$ cat src/rtl/filter_operation_pipe_pkg.sv
// +------------------------------------------------------------------+
// | filter_operation_pipe_pkg: tag constants, filter modes, helpers   |
// | Revision: 1.0                                                     |
// +------------------------------------------------------------------+
`default_nettype none

package filter_operation_pipe_pkg;

  localparam int         DEF_TAG_WIDTH    = 2;
  localparam logic [1:0] DEF_INVALID_TAG  = 2'd0;
  localparam logic [1:0] DEF_DATA_TAG0    = 2'd1;
  localparam logic [1:0] DEF_DATA_TAG1    = 2'd2;
  localparam logic [1:0] DEF_DATA_END_TAG = 2'd3;

  typedef enum logic [1:0] {
    MODE_PASS = 2'd0,
    MODE_BOX  = 2'd1,
    MODE_EDGE = 2'd2,
    MODE_THR  = 2'd3
  } mode_e;

  // round(2^shift / ope^2), e.g. 7282 for a 3x3 window at 16 bits
  function automatic int unsigned box_recip(input int unsigned ope, input int unsigned shift);
    int unsigned n;
    n = ope * ope;
    return ((32'd1 << shift) + n / 2) / n;
  endfunction

endpackage

`default_nettype wire

$ cat src/rtl/filter_operation_pipe_abs_diff.sv
// +------------------------------------------------------------------+
// | abs_diff: registered |a-b| with one cycle of latency              |
// | Revision: 1.0                                                     |
// +------------------------------------------------------------------+
`default_nettype none

module abs_diff #(
  parameter int W = 8
) (
  input  logic         clk,
  input  logic         rst,
  input  logic         clr,
  input  logic [W-1:0] a,
  input  logic [W-1:0] b,
  output logic [W-1:0] y
);

  always_ff @(posedge clk) begin
    if (!rst || clr) begin
      y <= '0;
    end else begin
      y <= (a >= b) ? (a - b) : (b - a);
    end
  end

endmodule

`default_nettype wire

$ cat src/rtl/filter_operation_pipe.sv
// +------------------------------------------------------------------+
// | filter_operation_pipe: 3-stage tagged window filter, 4 modes      |
// | Revision: 1.0                                                     |
// +------------------------------------------------------------------+
`default_nettype none

module filter_operation_pipe
  import filter_operation_pipe_pkg::*;
#(
  parameter int                   TAG_WIDTH    = DEF_TAG_WIDTH,
  parameter logic [TAG_WIDTH-1:0] INVALID_TAG  = DEF_INVALID_TAG,
  parameter logic [TAG_WIDTH-1:0] DATA_TAG0    = DEF_DATA_TAG0,
  parameter logic [TAG_WIDTH-1:0] DATA_TAG1    = DEF_DATA_TAG1,
  parameter logic [TAG_WIDTH-1:0] DATA_END_TAG = DEF_DATA_END_TAG,
  parameter int                   OPE_WIDTH    = 3,
  parameter int                   PIX_WIDTH    = 8,
  parameter int                   DATA_WIDTH   = PIX_WIDTH + TAG_WIDTH,
  parameter int                   RECIP_SHIFT  = 16,
  parameter int unsigned          BOX_RECIP    = box_recip(OPE_WIDTH, RECIP_SHIFT),
  parameter int                   CNT_WIDTH    = 24
) (
  input  logic                                    clk,
  input  logic                                    rst,
  input  logic                                    reflesh,
  input  logic [DATA_WIDTH*OPE_WIDTH*OPE_WIDTH-1:0] data_bus,
  input  logic [1:0]                              mode_in,
  input  logic [PIX_WIDTH-1:0]                    thr_in,
  output logic [DATA_WIDTH-1:0]                   out,
  output logic                                    frame_done,
  output logic [CNT_WIDTH-1:0]                    pix_count
);

  localparam int c_n      = OPE_WIDTH * OPE_WIDTH;
  localparam int c_sum_w  = PIX_WIDTH + $clog2(c_n);
  localparam int c_ctr    = (OPE_WIDTH / 2) * OPE_WIDTH + (OPE_WIDTH / 2);
  localparam int c_prod_w = c_sum_w + RECIP_SHIFT;
  localparam logic [c_prod_w-1:0] c_recip = c_prod_w'(BOX_RECIP);

  logic [PIX_WIDTH-1:0] w_pix     [c_n];
  logic [c_sum_w-1:0]   w_pix_ext [c_n];
  logic [c_sum_w-1:0]   w_top_acc   [OPE_WIDTH+1];
  logic [c_sum_w-1:0]   w_bot_acc   [OPE_WIDTH+1];
  logic [c_sum_w-1:0]   w_left_acc  [OPE_WIDTH+1];
  logic [c_sum_w-1:0]   w_right_acc [OPE_WIDTH+1];
  logic [c_sum_w-1:0]   w_tot_acc   [c_n+1];
  logic [TAG_WIDTH-1:0] w_tag_in;

  for (genvar i = 0; i < c_n; i++) begin : g_unpack
    assign w_pix[i]     = data_bus[i*DATA_WIDTH +: PIX_WIDTH];
    assign w_pix_ext[i] = {{(c_sum_w-PIX_WIDTH){1'b0}}, w_pix[i]};
    assign w_tot_acc[i+1] = w_tot_acc[i] + w_pix_ext[i];
  end
  assign w_tot_acc[0] = '0;

  for (genvar k = 0; k < OPE_WIDTH; k++) begin : g_edge_sums
    assign w_top_acc[k+1]   = w_top_acc[k]   + w_pix_ext[k];
    assign w_bot_acc[k+1]   = w_bot_acc[k]   + w_pix_ext[(OPE_WIDTH-1)*OPE_WIDTH + k];
    assign w_left_acc[k+1]  = w_left_acc[k]  + w_pix_ext[k*OPE_WIDTH];
    assign w_right_acc[k+1] = w_right_acc[k] + w_pix_ext[k*OPE_WIDTH + OPE_WIDTH - 1];
  end
  assign w_top_acc[0]   = '0;
  assign w_bot_acc[0]   = '0;
  assign w_left_acc[0]  = '0;
  assign w_right_acc[0] = '0;

  assign w_tag_in = data_bus[c_ctr*DATA_WIDTH + PIX_WIDTH +: TAG_WIDTH];

  // Mode/threshold shadows: loaded once after reset and at every frame end
  mode_e                r_mode_sh;
  logic [PIX_WIDTH-1:0] r_thr_sh;
  logic                 r_first;

  always_ff @(posedge clk) begin
    if (!rst) begin
      r_mode_sh <= MODE_PASS;
      r_thr_sh  <= '0;
      r_first   <= 1'b1;
    end else begin
      r_first <= 1'b0;
      if (r_first || (!reflesh && w_tag_in == DATA_END_TAG)) begin
        r_mode_sh <= mode_e'(mode_in);
        r_thr_sh  <= thr_in;
      end
    end
  end

  // Stage 1 / stage 2 registers
  logic [c_sum_w-1:0]   r_s1_top, r_s1_bot, r_s1_left, r_s1_right, r_s1_sum;
  logic [PIX_WIDTH-1:0] r_s1_pix, r_s1_thr, r_s2_pix, r_s2_thr, r_s2_avg;
  logic [TAG_WIDTH-1:0] r_s1_tag, r_s2_tag;
  mode_e                r_s1_mode, r_s2_mode;
  logic [c_sum_w-1:0]   w_gx, w_gy;
  logic [CNT_WIDTH-1:0] r_run;

  abs_diff #(.W(c_sum_w)) u_gx (
    .clk (clk), .rst (rst), .clr (reflesh),
    .a   (r_s1_right), .b (r_s1_left), .y (w_gx)
  );

  abs_diff #(.W(c_sum_w)) u_gy (
    .clk (clk), .rst (rst), .clr (reflesh),
    .a   (r_s1_bot), .b (r_s1_top), .y (w_gy)
  );

  logic [c_prod_w-1:0]  w_prod;
  logic [PIX_WIDTH-1:0] w_avg;
  logic [c_sum_w:0]     w_edge;
  logic [PIX_WIDTH-1:0] w_res;
  logic [PIX_WIDTH-1:0] w_pix_out;
  logic                 w_unused;

  assign w_prod   = {{RECIP_SHIFT{1'b0}}, r_s1_sum} * c_recip;
  assign w_unused = ^{w_prod[RECIP_SHIFT-1:0], INVALID_TAG, DATA_TAG1};

  always_comb begin
    w_avg = w_prod[RECIP_SHIFT +: PIX_WIDTH];
    if (|w_prod[c_prod_w-1:RECIP_SHIFT+PIX_WIDTH]) begin
      w_avg = '1;
    end
  end

  always_comb begin
    w_edge    = {1'b0, w_gx} + {1'b0, w_gy};
    w_res     = r_s2_pix;
    w_pix_out = '1;
    case (r_s2_mode)
      MODE_PASS: w_res = r_s2_pix;
      MODE_BOX:  w_res = r_s2_avg;
      MODE_EDGE: w_res = (|w_edge[c_sum_w:PIX_WIDTH]) ? '1 : w_edge[PIX_WIDTH-1:0];
      MODE_THR:  w_res = (r_s2_pix >= r_s2_thr) ? '1 : '0;
    endcase
    if (r_s2_tag == DATA_TAG0) begin
      w_pix_out = w_res;
    end
  end

  always_ff @(posedge clk) begin
    if (!rst || reflesh) begin
      r_s1_top   <= '0;
      r_s1_bot   <= '0;
      r_s1_left  <= '0;
      r_s1_right <= '0;
      r_s1_sum   <= '0;
      r_s1_pix   <= '0;
      r_s1_thr   <= '0;
      r_s1_tag   <= '0;
      r_s1_mode  <= MODE_PASS;
      r_s2_pix   <= '0;
      r_s2_thr   <= '0;
      r_s2_avg   <= '0;
      r_s2_tag   <= '0;
      r_s2_mode  <= MODE_PASS;
      out        <= '0;
      frame_done <= 1'b0;
      r_run      <= '0;
    end else begin
      r_s1_top   <= w_top_acc[OPE_WIDTH];
      r_s1_bot   <= w_bot_acc[OPE_WIDTH];
      r_s1_left  <= w_left_acc[OPE_WIDTH];
      r_s1_right <= w_right_acc[OPE_WIDTH];
      r_s1_sum   <= w_tot_acc[c_n];
      r_s1_pix   <= w_pix[c_ctr];
      r_s1_thr   <= r_thr_sh;
      r_s1_tag   <= w_tag_in;
      r_s1_mode  <= r_mode_sh;

      r_s2_pix   <= r_s1_pix;
      r_s2_thr   <= r_s1_thr;
      r_s2_avg   <= w_avg;
      r_s2_tag   <= r_s1_tag;
      r_s2_mode  <= r_s1_mode;

      out        <= {r_s2_tag, w_pix_out};
      frame_done <= (r_s2_tag == DATA_END_TAG);
      if (r_s2_tag == DATA_END_TAG) begin
        r_run <= '0;
      end else if (r_s2_tag == DATA_TAG0 && r_run != '1) begin
        r_run <= r_run + 1'b1;
      end
    end
  end

  // Last completed frame's count survives a flush
  always_ff @(posedge clk) begin
    if (!rst) begin
      pix_count <= '0;
    end else if (!reflesh && r_s2_tag == DATA_END_TAG) begin
      pix_count <= r_run;
    end
  end

endmodule

`default_nettype wire

$ cat config.mk
export PLATFORM = sky130hd
export DESIGN_NAME = filter_operation_pipe
export DESIGN_NICKNAME = d
export VERILOG_FILES = /design/src/rtl/filter_operation_pipe_pkg.sv /design/src/rtl/filter_operation_pipe_abs_diff.sv /design/src/rtl/filter_operation_pipe.sv
export SDC_FILE = /design/constraint.sdc
export NUM_CORES = 1
export LEC_CHECK = 0
export ABC_AREA = 1
export BUFFER_PORTS_ARGS = -buffer_cell sky130_fd_sc_hd__buf_2
export CORE_MARGIN = 2
export CORE_UTILIZATION = 61
export DETAILED_ROUTE_END_ITERATION = 8
export GPL_ROUTABILITY_DRIVEN = 0
export PLACE_DENSITY_LB_ADDON = 0.15
export REMOVE_ABC_BUFFERS = 1
export SYNTH_ARGS = -nofsm -noshare
export SYNTH_HDL_FRONTEND = slang
export SYNTH_SLANG_ARGS = --single-unit
$ cat constraint.sdc
create_clock -name clk -period 5.91 [get_ports clk]
set_clock_uncertainty 0.15 [all_clocks]
set_input_delay 0.2955 -clock clk [delete_from_list [all_inputs] [get_ports clk]]
set_output_delay 0.2955 -clock clk [all_outputs]
set_load 0.005 [all_outputs]
# Word-level counts from Yosys, hierarchy flattened
# Cells that the tools add are included.
totals:
  reg_bits: 202
  output_inout_bits: 35
  wordCells: 72
classes:
  add_sub_neg: 20
  n_mul: 1
  n_lt_le_gt_ge: 3
  eq_ne: 7
  mux: 8
  reduce_logical: 10
ops:
  columns: ["cell", "count"]
  rows:
  - ["12-bit by 8-bit adder with 12-bit output", 6]
  - ["12-bit subtractor", 4]
  - ["9-bit by 8-bit adder with 10-bit output", 4]
  - ["8-bit by 8-bit adder with 9-bit output", 4]
  - ["8-bit 2-to-1 mux", 4]
  - ["8-bit case mux with 4 select lines", 1]
  - ["24-bit by 1-bit adder with 24-bit output (second input constant)", 1]
  - ["12-bit >= comparator", 2]
  - ["12-bit by 12-bit multiplier with 24-bit output (second input constant)", 1]
  - ["12-bit 2-to-1 mux", 2]
  - ["24-bit != test (second input constant)", 1]
  - ["12-bit by 12-bit adder with 13-bit output", 1]
  - ["2-bit equality test (second input constant)", 4]
  - ["8-bit >= comparator", 1]
  - ["5-bit OR reduction", 1]
  - ["2-bit by 1-bit equality test with 1-bit output (second input constant)", 2]
  - ["1-bit logical AND", 3]
  - ["1-bit zero test", 2]
  - ["2-bit zero test", 1]
  - ["1-bit logical OR", 2]
  - ["2-bit OR reduction", 1]
  - ["1-bit 2-to-1 mux", 1]

# Logic depth before layout (Yosys ltp)
# Gate-level depths: netlist of the first run.
logic_depth:
  depth_word: 8
  mapped_depth: 26
  mapped_depth_nobuf: 26

# Hierarchy
# A second synthesis of the first run with hierarchy kept.
hier_totals:
  hier_cells: 2124
  area_unflattened_um2: 15573.7
modules_own_cells:
  columns: ["module", "n_inst", "cells_each", "area_per_inst_um2", "seq_area_each_um2"]
  rows:
  - ["filter_operation_pipe", 1, 1487, 11987.7, 3403.3]
  - ["abs_diff at u_gy", 1, 319, 1796.7, 240.2]
  - ["abs_diff at u_gx", 1, 318, 1789.2, 240.2]

# Least setup slack after synthesis of the first run
# OpenSTA, ideal clock, no wires.
synth_timing:
  path_type: "register to register"
  from: "register r_s1_sum[1]"
  to: "register r_s2_avg[3]"
  setup_ps: 110
  arrival_ps: 4254
  required_ps: 5650
  setup_slack_ps: 1396
  stages_incl_launch_ff: 23
  n_path_buf: 0
  cell_sequence: "dfxtp_1 -> inv_1 -> fa_1 -> inv_1 -> ha_1 -> inv_1 -> fa_1 -> inv_1 -> fa_1 -> inv_1 -> fa_1 -> inv_1 -> ha_1 -> nand2_1 -> nand2_1 -> a31oi_1 -> nand3_1 -> nand2_1 -> nand2_1 -> xnor2_2 -> nand3_1 -> nand2_1 -> inv_1"
synth_via:
  elab_chain_len: 2
synth_lines:
  columns: ["element", "line_no", "text"]
  rows:
  - ["from (decl)", "filter_operation_pipe.sv:88", "logic [c_sum_w-1:0] r_s1_top, r_s1_bot, r_s1_left, r_s1_right, r_s1_sum;"]
  - ["from (signal assigned)", "filter_operation_pipe.sv:161", "r_s1_sum <= w_tot_acc[c_n];"]
  - ["12-bit by 12-bit multiplier with 24-bit output", "filter_operation_pipe.sv:112", "assign w_prod = {{RECIP_SHIFT{1'b0}}, r_s1_sum} * c_recip;"]
  - ["8-bit 2-to-1 mux", "filter_operation_pipe.sv:117", "if (|w_prod[c_prod_w-1:RECIP_SHIFT+PIX_WIDTH]) begin"]
  - ["to (signal assigned)", "filter_operation_pipe.sv:169", "r_s2_avg <= w_avg;"]
  - ["to (decl)", "filter_operation_pipe.sv:89", "logic [PIX_WIDTH-1:0] r_s1_pix, r_s1_thr, r_s2_pix, r_s2_thr, r_s2_avg;"]
# Every way passes these cells.
# A chain may end at the register's enable or synchronous reset.

# Worst setup path in the final report of the first run
# Ends and elaborated chain as after synthesis.

==> summary.txt, run 1 <==
Status
  – Status: completed

Placed design
  – DP Worst Slack: 953.4 ps
  – Post-Place Cell Area: between 15000 and 20000 um^2
  – Dpl cells: approximately 2300
  – DP HPWL: around 27 mm
  – IO buf count: ~120

Finish
  – Fin nets: 2412
  – Commonest non-fill, non-tap cell in the layout: inv_1
  – Most frequent cells in the layout: 413 x inv_1, 278 x nand2_1, 194 x dfxtp_1
  – Final instance area: approximately 16000 um^2
  – Final core occ: 69.24%
  – Multi-input logic area: about 9000 um^2
  – Ant. Diodes: 0
  – Synth-to-Final Area Change: 11.25%
  – Layout Cells excl Fill: about 2400
  – Layout cells sized above 1: a little under a tenth
  – Fillers: around 2000
  – Seq. cell area: 3884 um^2

Pwr
  – Final Power: ~6.6 mW
  – Peak supply drop: approximately 0.28 mV
  – LEAKAGE: around 8.4 nW
  – PwrDens: between 400 and 500 nW/um^2

Clock tree
  – Resized cells post-CTS: 0
  – Post-CTS setup buffers: 0
  – TritonCTS clock tree: yes
  – Clk sink count: 194
  – Max clock buf depth: 2
  – Clock root buffer: clkbuf_16
  – Clk_lat worst skew: approximately 460 ps
  – Post-CTS Hold Fix Bufs: 16
  – TritonCTS buffer count: 17
  – H-tree levels: 4
  – CTS clk-pin slew, worst paths: approximately 80 ps

Synth
  – Mapped Avg Cell Area: between 7 and 8 um^2
  – Seq cells post-synth: 194
  – Synthesized netlist cell count: approximately 1900
  – Synth warn: 0
  – Number of flops mapped to enable cells by yosys: 0
  – Post-synth ARST share: 0%
  – Synth cell types: 50
  – Post-Syn Area: roughly 15000 um^2
  – Primary FF master, synth: dfxtp_1
  – Post-synthesis sequential area ratio: between 20% and 30%

Route
  – Iteration-0 DRC Markers: 812
  – Final wirelength: ~34 mm
  – Detailed Routing Iterations Pass 1: 5
  – Post-route ant nets: 0
  – WL per Instance: about 14 um
  – Vias/cell: just over 5
  – DRC viols: 0
  – Via count: roughly 12000

Die
  – # IOs: approximately 140
  – Die area: 25280 um^2
  – Core Area: between 20000 and 25000 um^2
  – Die W: 159.0 um
  – Starting Density: 62.24%
  – Num rows: between 50 and 60
  – Die Y-Extent: ~160 um

Global routing
  – Initial antenna violation count: 0
  – Vias in the first global route: 12080
  – Largest net degree at the start of global routing: 85
  – Gr ovfl total: 0
  – GRT Overall Usage: around 27%
  – First-pass GRT wire length: approximately 57 mm

Worst setup path
  – CP Capture Type: flip-flop
  – Critical Path AT: 5040 ps
  – Critical-path maximum fanout: 8
  – WS Path Type: reg2reg
  – Critical path data required time: 6100 ps
  – Startpoint Class: flip-flop

Timing
  – Fin. Hold Viols: 0
  – Sum of negative setup slack: 0 ps
  – Max-slew violations: 0
  – Fin Hold WS: about 19 ps
  – Worst slew margin: about 29%
  – Part of the cycle the worst path needs: 81.98%
  – Unrepaired setup endpoints after global routing: no
  – Worst setup slack after layout: between 1000 and 1500 ps
  – Slew @ Worst Pin: 1058 ps
  – Shortest period the worst path allows: between 4000 and 5000 ps
  – Setup Viol. Count Final: 0
  – Max Freq: roughly 210 MHz

Job
  – Max-cap violations: 0

Hold path
  – Tightest Hold Check Type: in2reg
-- path summary, 6_finish.rpt --
kind	slack, ps	end	start	cells after the start
min reg2reg	250	r_s2_thr[4]	r_s1_thr[4]	2
max	1070	r_s2_avg[3]	r_s1_sum[1]	22
max reg2reg	1070	r_s2_avg[3]	r_s1_sum[1]	22
min	20	r_thr_sh[4]	thr_in[4]	3
-- sequential cells by signal, indices dropped and copies added (netlist names), 8 cells and up --
signal      count
r_s1_bot       10
r_s1_right     10
r_s1_pix        8
r_s1_top       10
r_s2_avg        8
r_s1_sum       12
r_s2_thr        8
r_s1_left      10
r_run          24
r_s1_thr        8
pix_count      24
r_thr_sh        8
u_gy.y         12
out            10
u_gx.y         12
r_s2_pix        8
-- per-layer routing --
metal	routed length (um)	GRT usage, %	vias up	part of all wire, %
met5	0	0	-	0
met4	502	7.645	0	1.5
met3	1863	4.011	38	5.6
met2	15100	44.88	317	45
met1	16050	37.86	5617	48
li1	-	-	6256	-
-- Yosys cell counts, types with 10 or more instances --
master    count  area, um^2
inv_1       414        1554
nand2_1     278        1044
dfxtp_1     194        3884
a21oi_1     184       920.9
nor2_1      183       686.9
ha_1        178        2227
fa_1        100        2002
o21ai_0      96       480.5
nand3_1      55       275.3
nand4_1      29       181.4
xor2_1       27       236.5
clkbuf_1     19       71.32
xnor2_1      19       166.4
nor3_1       17       85.08
a21o_1       12       90.09
o21bai_1     10       75.07
-- worst max-delay path, stage by stage (launching register included) --
cell,delay (ps)
dfxtp_1,390
inv_1,80
fa_1,530
inv_1,60
ha_1,300
inv_1,60
fa_1,510
inv_1,60
fa_1,490
inv_1,50
fa_1,520
inv_1,40
ha_1,340
nand2_1,90
nand2_1,60
a31oi_1,140
nand3_1,170
nand2_1,100
nand2_1,80
xnor2_2,310
nand3_1,120
nand2_1,70
inv_1,50
-- report_power, final --
part	internal (mW)	switching (mW)
Sequential	1.43	0.0812
Combinational	1.43	2.40
Clock	0.597	0.628
Total	3.45	3.11
-- cell families (layout without fill, tap and decap cells) --
logic type	Yosys count	after routing	share of synthesized area, %
compound gates	346	346	12.90
xor+xnor	47	47	2.861
fa+ha+maj	278	278	28.86
buf+inv	456	591	12.03
flops	194	194	26.50
simple gates	588	588	16.84
-- layout make-up --
type / count / area share (%)
multi-input cells: 1259 / 55.29
repair buffers: 140 / 4.835
inverters: 419 / 9.648
flip-flops and latches: 194 / 23.82
well taps: 319 / 2.448
clock buffers: 17 / 2.610
clock inverters: 15 / 1.343
No activity file was read; power rests on OpenSTA's default activity.
==> inputs of run 2 (changes only) <==
==> constraint.sdc (replaced) <==
create_clock -name clk -period 5 [get_ports clk]
set_clock_uncertainty 0.15 [all_clocks]
set_input_delay 0.25 -clock clk [delete_from_list [all_inputs] [get_ports clk]]
set_output_delay 0.25 -clock clk [all_outputs]
set_load 0.005 [all_outputs]
==> run 2 against run 1 <==
Design area is 0.37% higher. Global-route usage down 0.078 points. Combinational power up 21%. First-iteration DRC count up 3.2%. Sequential power rose by 18%. Non-clock buffer count rose by 4. Die area unchanged. Sequential share of layout area down 0.057 points.
==> summary.txt, run 2 (synthesized netlist as in run 1, its figures left out) <==
Status
  – Status: completed

Worst setup path
  – Worst r2r src: r_s1_sum[6]
  – Startpoint Class: flip-flop
  – Critical-path maximum fanout: 8
  – Critical Path AT: around 4900 ps
  – CP Buf/Inv Count: 5
  – Reg2reg path depth: 20
  – Critical path data required time: about 5200 ps
  – Crit path max-delay family: adder cells
  – Max stage delay on crit path: approximately 580 ps
  – CP max-delay cell: fa_1
  – Top cell by count, worst path: inv_1
  – Flop2flop setup slack: 330 ps
  – Cell Chain, Critical Path: inv_1, fa_1, inv_1, ha_1, ha_1, inv_1, fa_1, fa_1, inv_1, ha_1, a21oi_1, o21ai_0, nand2_1, nand3_2, nand2_1, nand2_2, xnor2_4, nand3_1, nand2_1, inv_1
  – R2R Path End: r_s2_avg[3]
  – WS Path Type: reg2reg
  – CP Capture Type: flip-flop

Placed design
  – IO buf count: between 100 and 150
  – DP HPWL: approximately 27 mm
  – DP Worst Slack: around 120 ps

Die
  – Die W: ~160 um
  – Die area: between 20000 and 30000 um^2
  – # IOs: 138
  – Starting Density: between 60% and 70%
  – Die Y-Extent: around 160 um
  – Core Area: approximately 24000 um^2
  – Num rows: 56

Pwr
  – Sequential Power Share: a little under a quarter
  – NetSw: between 3 and 4 mW
  – LEAKAGE: ~8.5 nW
  – Switching share of power: between 40% and 50%
  – Peak supply drop: 0.3561 mV
  – Combinational power share: roughly three fifths
  – PwrDens: between 400 and 500 nW/um^2
  – Share of total power in the clock network: 18.3%
  – Pint: 4.134 mW

Finish
  – Layout cells sized above 1: 9.570%
  – Seq. cell area: 3889 um^2
  – Ant. Diodes: 0
  – Top flop regs: pix_count (24), r_run (24)
  – Synth-to-Final Area Change: 11.66%
  – Fin nets: 2416
  – Most frequent cells in the layout: 413 x inv_1, 277 x nand2_1, 192 x dfxtp_1
  – Multi-input logic area: about 9100 um^2
  – Commonest non-fill, non-tap cell in the layout: inv_1
  – Fillers: approximately 2100

Timing
  – Setup Viol. Count Final: 0
  – Part of the cycle the worst path needs: between 90 and 100%
  – Max Freq: approximately 210 MHz
  – Unrepaired setup endpoints after global routing: no
  – Shortest period the worst path allows: about 4700 ps
  – Sum of negative setup slack: 0 ps
  – Slew @ Worst Pin: approximately 1100 ps
  – Max-slew violations: 0
  – Worst slew margin: 29.31%
  – Worst setup slack after layout: 325.5 ps
  – Fin. Hold Viols: 0

Route
  – Final wirelength: about 33 mm
  – Vias/cell: approximately 5.2
  – Post-route ant nets: 0
  – Via count: about 12000
  – WL per Instance: 14.14 um
  – DRC viols: 0
  – Iteration-0 DRC Markers: around 840
  – Detailed Routing Iterations Pass 1: 6

Clock tree
  – Max clock buf depth: 2
  – Clk sink count: 194
  – TritonCTS clock tree: yes
  – H-tree levels: 4
  – TritonCTS buffer count: 17
  – Clock root buffer: clkbuf_16
  – Clk_lat worst skew: 450 ps
  – CTS clk-pin slew, worst paths: 80 ps

Global routing
  – Vias in the first global route: around 12000
  – Gr ovfl total: 0
  – Initial antenna violation count: 0
  – GRT Overall Usage: 27.23%
  – Largest net degree at the start of global routing: 85
  – First-pass GRT wire length: about 57 mm

Hold path
  – Tightest Hold Check Type: in2reg
  – Hold Crit Start: data_bus[42]
  – Hold endpoint: r_s1_pix[2]
  – WHS Path Cells: 3

Job
  – Max-cap violations: 0
-- run 2: final cells by class --
class	instances	share of cell area [%]
well taps	319	2.439
clock buffers	17	2.600
clock inverters	15	1.246
flip-flops and latches	194	23.77
inverters	419	9.612
repair buffers	144	5.016
multi-input cells	1259	55.32
-- run 2: through the flow --
step	utilization [%]	power, mW	hold slack, ps	cell area, um^2	std cells
3_3_place_gp	65.86	6.109	245.3	15500	2316
5_1_grt	69.50	8.607	15.76	16360	2367
2_1_floorplan	-	5.174	174.7	14460	1872
4_1_cts	69.25	7.750	7.192	16300	2365
6_report	69.50	7.849	25.87	16360	2367
3_5_place_dp	65.86	6.218	249.3	15500	2316
-- run 2: how the worst max path moves through the flow --
stage                 from            to  slack (ps)  depth (start not counted)
2_1_floorplan  r_s1_sum[1]   r_s2_avg[7]         480                         20
3_3_place_gp   data_bus[3]  r_s1_sum[10]         240                         25
3_5_place_dp   data_bus[3]  r_s1_sum[10]         120                         25
4_1_cts        r_s1_sum[1]   r_s2_avg[3]         120                         22
5_1_grt        r_s1_sum[6]   r_s2_avg[3]          40                         20
6_report       r_s1_sum[6]   r_s2_avg[3]         330                         20
-- run 2: power groups by stage --
stage	Combinational, mW	Sequential (mW)	Clock (mW)
after floorplan	3.39	1.78	0
after global placement	4.30	1.81	0
after detailed placement	4.40	1.82	0
after CTS	4.51	1.78	1.46
after global routing	5.29	1.80	1.52
final	4.63	1.78	1.43
-- run 2: what timing repair did --
| item | in CTS | in global routing |
|---|---|---|
| setup endpoints to repair | 0 | 8 |
| hold endpoints to repair | 17 | 0 |
| buffers inserted | 0 | 2 |
| gates resized for setup | 0 | 8 |
| hold buffers | 17 | 0 |
-- run 2: metal layers --
| metal | GRT usage [%] | up-vias | wire length (um) |
|---|---|---|---|
| li1 | - | 6266 | - |
| met1 | 37.05 | 5742 | 15790 |
| met2 | 44.56 | 318 | 15240 |
| met3 | 5.626 | 45 | 1966 |
| met4 | 7.149 | 0 | 480 |
| met5 | 0 | - | 0 |
-- run 2: tightest hold or removal path: cells and delay by family --
kind	cells	cell delay [ps]
buffers and inverters	2	200
and+or+nand+nor	1	120
